$ cat config.mk
export PLATFORM = sky130hd
export DESIGN_NAME = uart_hex_loader
export DESIGN_NICKNAME = d
export VERILOG_FILES = /design/src/rtl/uart_hex_loader_pkg.sv /design/src/rtl/uart_hex_loader_skid.sv /design/src/rtl/uart_hex_loader.sv
export SDC_FILE = /design/constraint.sdc
export NUM_CORES = 1
export LEC_CHECK = 0
export ABC_AREA = 1
export BUFFER_PORTS_ARGS = -buffer_cell sky130_fd_sc_hd__buf_2
export CAP_MARGIN = 20
export CORE_MARGIN = 10
export CORE_UTILIZATION = 62
export DETAILED_ROUTE_END_ITERATION = 16
export HOLD_SLACK_MARGIN = 0.1
export PLACE_DENSITY = 0.83
export SKIP_CTS_REPAIR_TIMING = 1
export SLEW_MARGIN = 25
export SYNTH_ARGS = -nofsm -noshare
export SYNTH_HDL_FRONTEND = slang
export SYNTH_SLANG_ARGS = --single-unit
$ cat constraint.sdc
create_clock -name clk -period 4.5 [get_ports clk]
set_input_delay 0.9 -clock clk [delete_from_list [all_inputs] [get_ports clk]]
set_output_delay 0.9 -clock clk [all_outputs]
set_load 0.1 [all_outputs]
$ cat src/rtl/uart_hex_loader_pkg.sv
// uart_hex_loader_pkg: parser states, ASCII constants and character classification for the hex boot loader
package uart_hex_loader_pkg;
   typedef enum logic [2:0] {S_SKIP, S_WORD, S_ADDR, S_WRITE, S_DONE} state_t;
   typedef enum logic [2:0] {C_HEX, C_WS, C_AT, C_END, C_BAD} char_class_t;
   localparam logic [7:0] CH_AT   = 8'h40;
   localparam logic [7:0] CH_BANG = 8'h21;
   localparam logic [7:0] CH_CR   = 8'h0d;
   localparam logic [7:0] CH_LF   = 8'h0a;
   localparam logic [7:0] CH_SP   = 8'h20;
   localparam logic [7:0] CH_TAB  = 8'h09;
   // returns {is_hex, nibble}; letters share low nibble 1..6 in both cases
   function automatic logic [4:0] hex_val(input logic [7:0] c);
      return (c >= "0" && c <= "9") ? {1'b1, c[3:0]} :
             ((c >= "a" && c <= "f") || (c >= "A" && c <= "F")) ? {1'b1, c[3:0] + 4'd9} : 5'd0;
   endfunction
   function automatic char_class_t char_class(input logic [7:0] c);
      logic [4:0] h;
      h = hex_val(c);
      return h[4] ? C_HEX :
             (c == CH_SP || c == CH_TAB || c == CH_CR || c == CH_LF) ? C_WS :
             c == CH_AT ? C_AT : c == CH_BANG ? C_END : C_BAD;
   endfunction
endpackage

$ cat src/rtl/uart_hex_loader_skid.sv
// uart_hex_loader_skid: one-byte holding register between the UART and the parser; flags bytes that find it full
module uart_hex_loader_skid
   import uart_hex_loader_pkg::*;
(
   input  logic       clk,
   input  logic       resetb,
   input  logic       clear,
   input  logic       in_valid,
   input  logic [7:0] in_data,
   input  logic       take,
   output logic       out_valid,
   output logic [7:0] out_data,
   output logic       overrun
);
   logic       full;
   logic [7:0] hold;
   assign out_valid = full | in_valid;
   assign out_data  = full ? hold : in_data;
   assign overrun   = full & in_valid & ~take & ~clear;
   always_ff @(posedge clk or negedge resetb)
      if (!resetb) begin
         full <= 1'b0;
         hold <= '0;
      end else if (clear) begin
         full <= 1'b0;
      end else begin
         if (in_valid && (full ? take : !take)) hold <= in_data;
         full <= in_valid ? (full | ~take) : (full & ~take);
      end
endmodule

$ cat src/rtl/uart_hex_loader.sv
// uart_hex_loader: parses an ASCII hex word stream into 32-bit RAM writes, holding the core in reset until '!'
module uart_hex_loader
  import uart_hex_loader_pkg::*;
#(
  parameter int ADDR_W    = 12,
  parameter int BASE_ADDR = 0
) (
  input  logic              clk,
  input  logic              resetb,
  input  logic              rx_valid,
  input  logic [7:0]        rx_data,
  input  logic              load_start,
  output logic              mem_we,
  output logic [ADDR_W-1:0] mem_addr,
  output logic [31:0]       mem_wdata,
  input  logic              mem_ready,
  output logic              busy,
  output logic              core_resetb,
  output logic [ADDR_W:0]   word_cnt,
  output logic              err_digits,
  output logic              err_char,
  output logic              err_overrun
);
  localparam logic [ADDR_W-1:0] BASE = ADDR_W'(BASE_ADDR);
  state_t      state;
  char_class_t cls;
  logic [31:0] acc;
  logic [3:0]  ndig, digit;
  logic [7:0]  b_data;
  logic        done_pend, b_valid, overrun, go;
  uart_hex_loader_skid u_skid (
    .clk,
    .resetb,
    .clear(load_start),
    .in_valid(rx_valid),
    .in_data(rx_data),
    .take(state != S_WRITE),
    .out_valid(b_valid),
    .out_data(b_data),
    .overrun
  );
  assign cls   = char_class(b_data);
  assign digit = 4'(hex_val(b_data));
  assign go    = b_valid && state != S_WRITE;
  always_ff @(posedge clk or negedge resetb)
    if (!resetb) begin
      state       <= S_SKIP;
      acc         <= '0;
      ndig        <= '0;
      done_pend   <= 1'b0;
      mem_we      <= 1'b0;
      mem_addr    <= BASE;
      mem_wdata   <= '0;
      word_cnt    <= '0;
      busy        <= 1'b1;
      core_resetb <= 1'b0;
      err_digits  <= 1'b0;
      err_char    <= 1'b0;
      err_overrun <= 1'b0;
    end else if (load_start) begin
      state       <= S_SKIP;
      done_pend   <= 1'b0;
      mem_we      <= 1'b0;
      mem_addr    <= BASE;
      word_cnt    <= '0;
      busy        <= 1'b1;
      core_resetb <= 1'b0;
      err_digits  <= 1'b0;
      err_char    <= 1'b0;
      err_overrun <= 1'b0;
    end else begin
      if (overrun) err_overrun <= 1'b1;
      if (go && cls == C_BAD && state != S_DONE) err_char <= 1'b1;
      case (state)
        S_SKIP: if (go) begin
          if (cls == C_HEX) begin
            acc   <= {28'd0, digit};
            ndig  <= 4'd1;
            state <= S_WORD;
          end else if (cls == C_AT) begin
            acc   <= '0;
            ndig  <= '0;
            state <= S_ADDR;
          end else if (cls == C_END) begin
            state <= S_DONE;
          end
        end
        S_WORD, S_ADDR: if (go) begin
          if (cls == C_HEX) begin
            if (ndig == 4'd8) err_digits <= 1'b1;
            else begin
              acc  <= {acc[27:0], digit};
              ndig <= ndig + 4'd1;
            end
          end else if (state == S_WORD) begin
            mem_we    <= 1'b1;
            mem_wdata <= acc;
            done_pend <= cls == C_END;
            state     <= S_WRITE;
          end else begin
            mem_addr <= acc[ADDR_W-1:0];
            state    <= cls == C_END ? S_DONE : S_SKIP;
          end
        end
        S_WRITE: if (mem_ready) begin
          mem_we   <= 1'b0;
          mem_addr <= mem_addr + ADDR_W'(1);
          if (word_cnt != '1) word_cnt <= word_cnt + (ADDR_W+1)'(1);
          state    <= done_pend ? S_DONE : S_SKIP;
        end
        default: begin
          busy        <= 1'b0;
          core_resetb <= 1'b1;
        end
      endcase
    end
endmodule
==> metrics <==
Inst Count DP 895; pin count of the biggest net entering global routing 45; grt total ovfl 0; PortBufs 75; register area share after synthesis 0.4843; CTS root buffer clkbuf_8; hold crit path type reg2reg; Critical Path Source u_skid.full$_DFF_PN0_; DRC 0; NetSw 1.653 mW; final setup margin 1268 ps; R2R cell count 13; Post-synth top cells 215 x nand2_1, 111 x dfrtp_1, 75 x inv_1, 72 x nor2_1, 65 x o21ai_0; max_slew headroom 0.3065; critical path type reg2reg; clk sinks 112; Syn Inst Count 736; Synth cell types 40; WP data required 4760 ps; Placed Instance Area 0.006191 sq mm; most frequent cell after synthesis nand2_1; cells along the critical path o21ai_1 -> inv_1 -> ha_1 -> nor2_1 -> o21bai_1 -> nand2_2 -> nand2_4 -> nor2_4 -> nand2_2 -> nand3_4 -> nand3_4 -> nand2_1 -> nand2_1; fraction of registers with async set/reset 1.000; outcome finished clean; final non-filler cell total 911; max_cap viols 0; origin of the critical flop-to-flop path u_skid.full$_DFF_PN0_; DIE AREA 0.01360 sq mm; number of global-route vias before repair 4871; worst path bufs/invs 1; Antenna Cells 0; CP Capture Type register; setup TNS 0 ps; syn nets 759; met3 usage in global routing 0.02825; combinational share of power 0.427; deepest clock path buffer count 2; Worst-Margin Slew 1039 ps; Min-Delay Path Depth 2; Clock transition at path regs 110 ps; Cell Int Power 1.594 mW; cell accounting for the most synthesized area dfrtp_1; final net count 818; fin. max-slew vios 0; P_leak 3.262 nW; post-route clock period utilization 0.7182; Avg Cell Area, Syn 7.866 sq um; drt wl/cell 14.44 um; CP arrival 3490 ps; clk_skew 21.28 ps; synthesis-to-layout area growth 10.40%; antenna viol nets, final 0; Yosys reg bits 112; CTS Buf Count 9; Core Box Area 0.009153 sq mm; final RePlAce weighted congestion 0.9321; DP Worst Slack 930.2 ps; die height 116.6 um; Post-Syn Area 0.005789 sq mm; I/O pin total 76; final wirelength 13160 um; Die Width 116.6 um; DRT iter0 DRCs 406; Sequential Power Share 0.385; YS warnings 0; routed vias/inst 5.630; Top Usage Layer GRT met2; met1 Resource Use GR 0.2564; Final Hold Viols 0; clk_lat worst skew 380 ps; max incr delay on CP 580 ps; hold path start acc[28]$_DFFE_PN0P_; fmax 0.3094 GHz; cell area after layout 0.006391 sq mm; CP top delay family simple AND/OR/NAND/NOR gates; Worst IR Drop VDD 0.0003105 V; post-synth top area share 0.4798; critical path depth 13; share of total power in the clock network 0.188; RSZ-0062 raised after global routing no; Initial Util 0.6325; critical-path maximum fanout 37; Sw Share 0.5091; CTS tree yes; global-route wire length before repair 22220 um; total track usage 0.1985; H-tree Lvls 3; Slowest-stage cell, CP dfrtp_1; Area contributors post-synth dfrtp_1 48%, nand2_1 14%, o21ai_0 5.6%, inv_1 4.9%, nor2_1 4.7%; met2 Use GR 0.3352; num rows 35; share of layout cells above drive strength 1 0.1463; Post-synth EDFFs 0; First-pass DRT Iterations 5; initial antenna violation count 0; Min Clock Period, post-route 3232 ps; Setup crit start kind register; via count 5129; Post-DP HPWL 9321 um; PD cells 508.1 mW/mm^2; Final setup viols 0; main flop type after synthesis dfrtp_1
[registers in the layout (all words and copies together), names as in the netlist, 3 cells and up]
| name | cells |
|---|---|
| acc | 32 |
| mem_wdata | 32 |
| word_cnt | 13 |
| mem_addr | 12 |
| u_skid.hold | 8 |
| ndig | 4 |
| state | 3 |
[cells in the final DEF, fill, tap and decap left out, types with 2 or more instances in the layout]
master,instances
inv_6,4
nor2_2,2
nor2_1,72
dfrtp_1,111
inv_2,2
nand4_1,40
buf_4,8
xor2_1,11
inv_1,75
mux2_1,2
o22ai_1,2
o211ai_1,6
a31oi_1,5
nor3_1,7
nand3_4,2
o21ai_0,65
nand3_2,2
ha_1,10
o21ai_1,5
nand3_1,26
o21a_1,3
a21oi_1,12
buf_2,74
clkbuf_8,10
mux2_2,2
nand2_1,215
o21bai_1,2
nor4_1,3
nand2_2,4
o31ai_1,6
[worst min-delay path: stages (launching register included)]
cell and delay [ps]:
dfrtp_1 360, nand2_1 50, nand2_1 40
[through the flow]
stage	utilization	hold WS, ps	power (mW)
CTS	0.6983	484.1	3.260
finish	0.6983	483.7	3.247
floorplan	-	434.8	2.414
global placement	0.6764	453.5	2.626
global route	0.6983	506.3	3.412
detailed placement	0.6764	458.3	2.657
[layout make-up]
class	count	area, sq um
Timing Repair Buffer	82	430.4
Multi-Input combinational cell	513	2529
Clock buffer	10	137.6
Tap cell	111	138.9
Inverter	77	289.0
Clock inverter	6	62.56
Sequential cell	112	2804
Fill cell	753	2761
[per-layer routing]
layer	wire length (um)	up-vias
met3	751	13
li1	-	2511
met2	6448	172
met1	5799	2433
met4	156	0
met5	0	-
[power by group through the flow]
stage               logic, mW  registers, mW  clock network, mW
floorplan               0.472           1.94                  0
global placement         1.37           1.26                  0
detailed placement       1.39           1.27                  0
CTS                      1.39           1.25              0.618
global route             1.48           1.27              0.662
finish                   1.39           1.25              0.610
[final timing paths]
check / to / slack [ps]
max: acc[19]$_DFFE_PN0P_ / 1270
min: acc[28]$_DFFE_PN0P_ / 480
max reg2reg: acc[19]$_DFFE_PN0P_ / 1270
min reg2reg: acc[28]$_DFFE_PN0P_ / 480
max in group asynchronous: mem_addr[2]$_DFFE_PN0P_ / 3080
min in group asynchronous: mem_wdata[21]$_DFFE_PN0P_ / 500
[cells by family after synthesis]
family	Yosys count	share of synthesized area
AND/OR/NAND/NOR	378	0.2844
flip-flops	112	0.4843
buffers and inverters	111	0.07953
AO/OA/AOI/OAI	109	0.1042
XOR/XNOR	12	0.01815
adder cells (fa/ha/maj)	10	0.02161
multiplexers	4	0.007780
No activity file was read; power rests on OpenSTA's default activity.
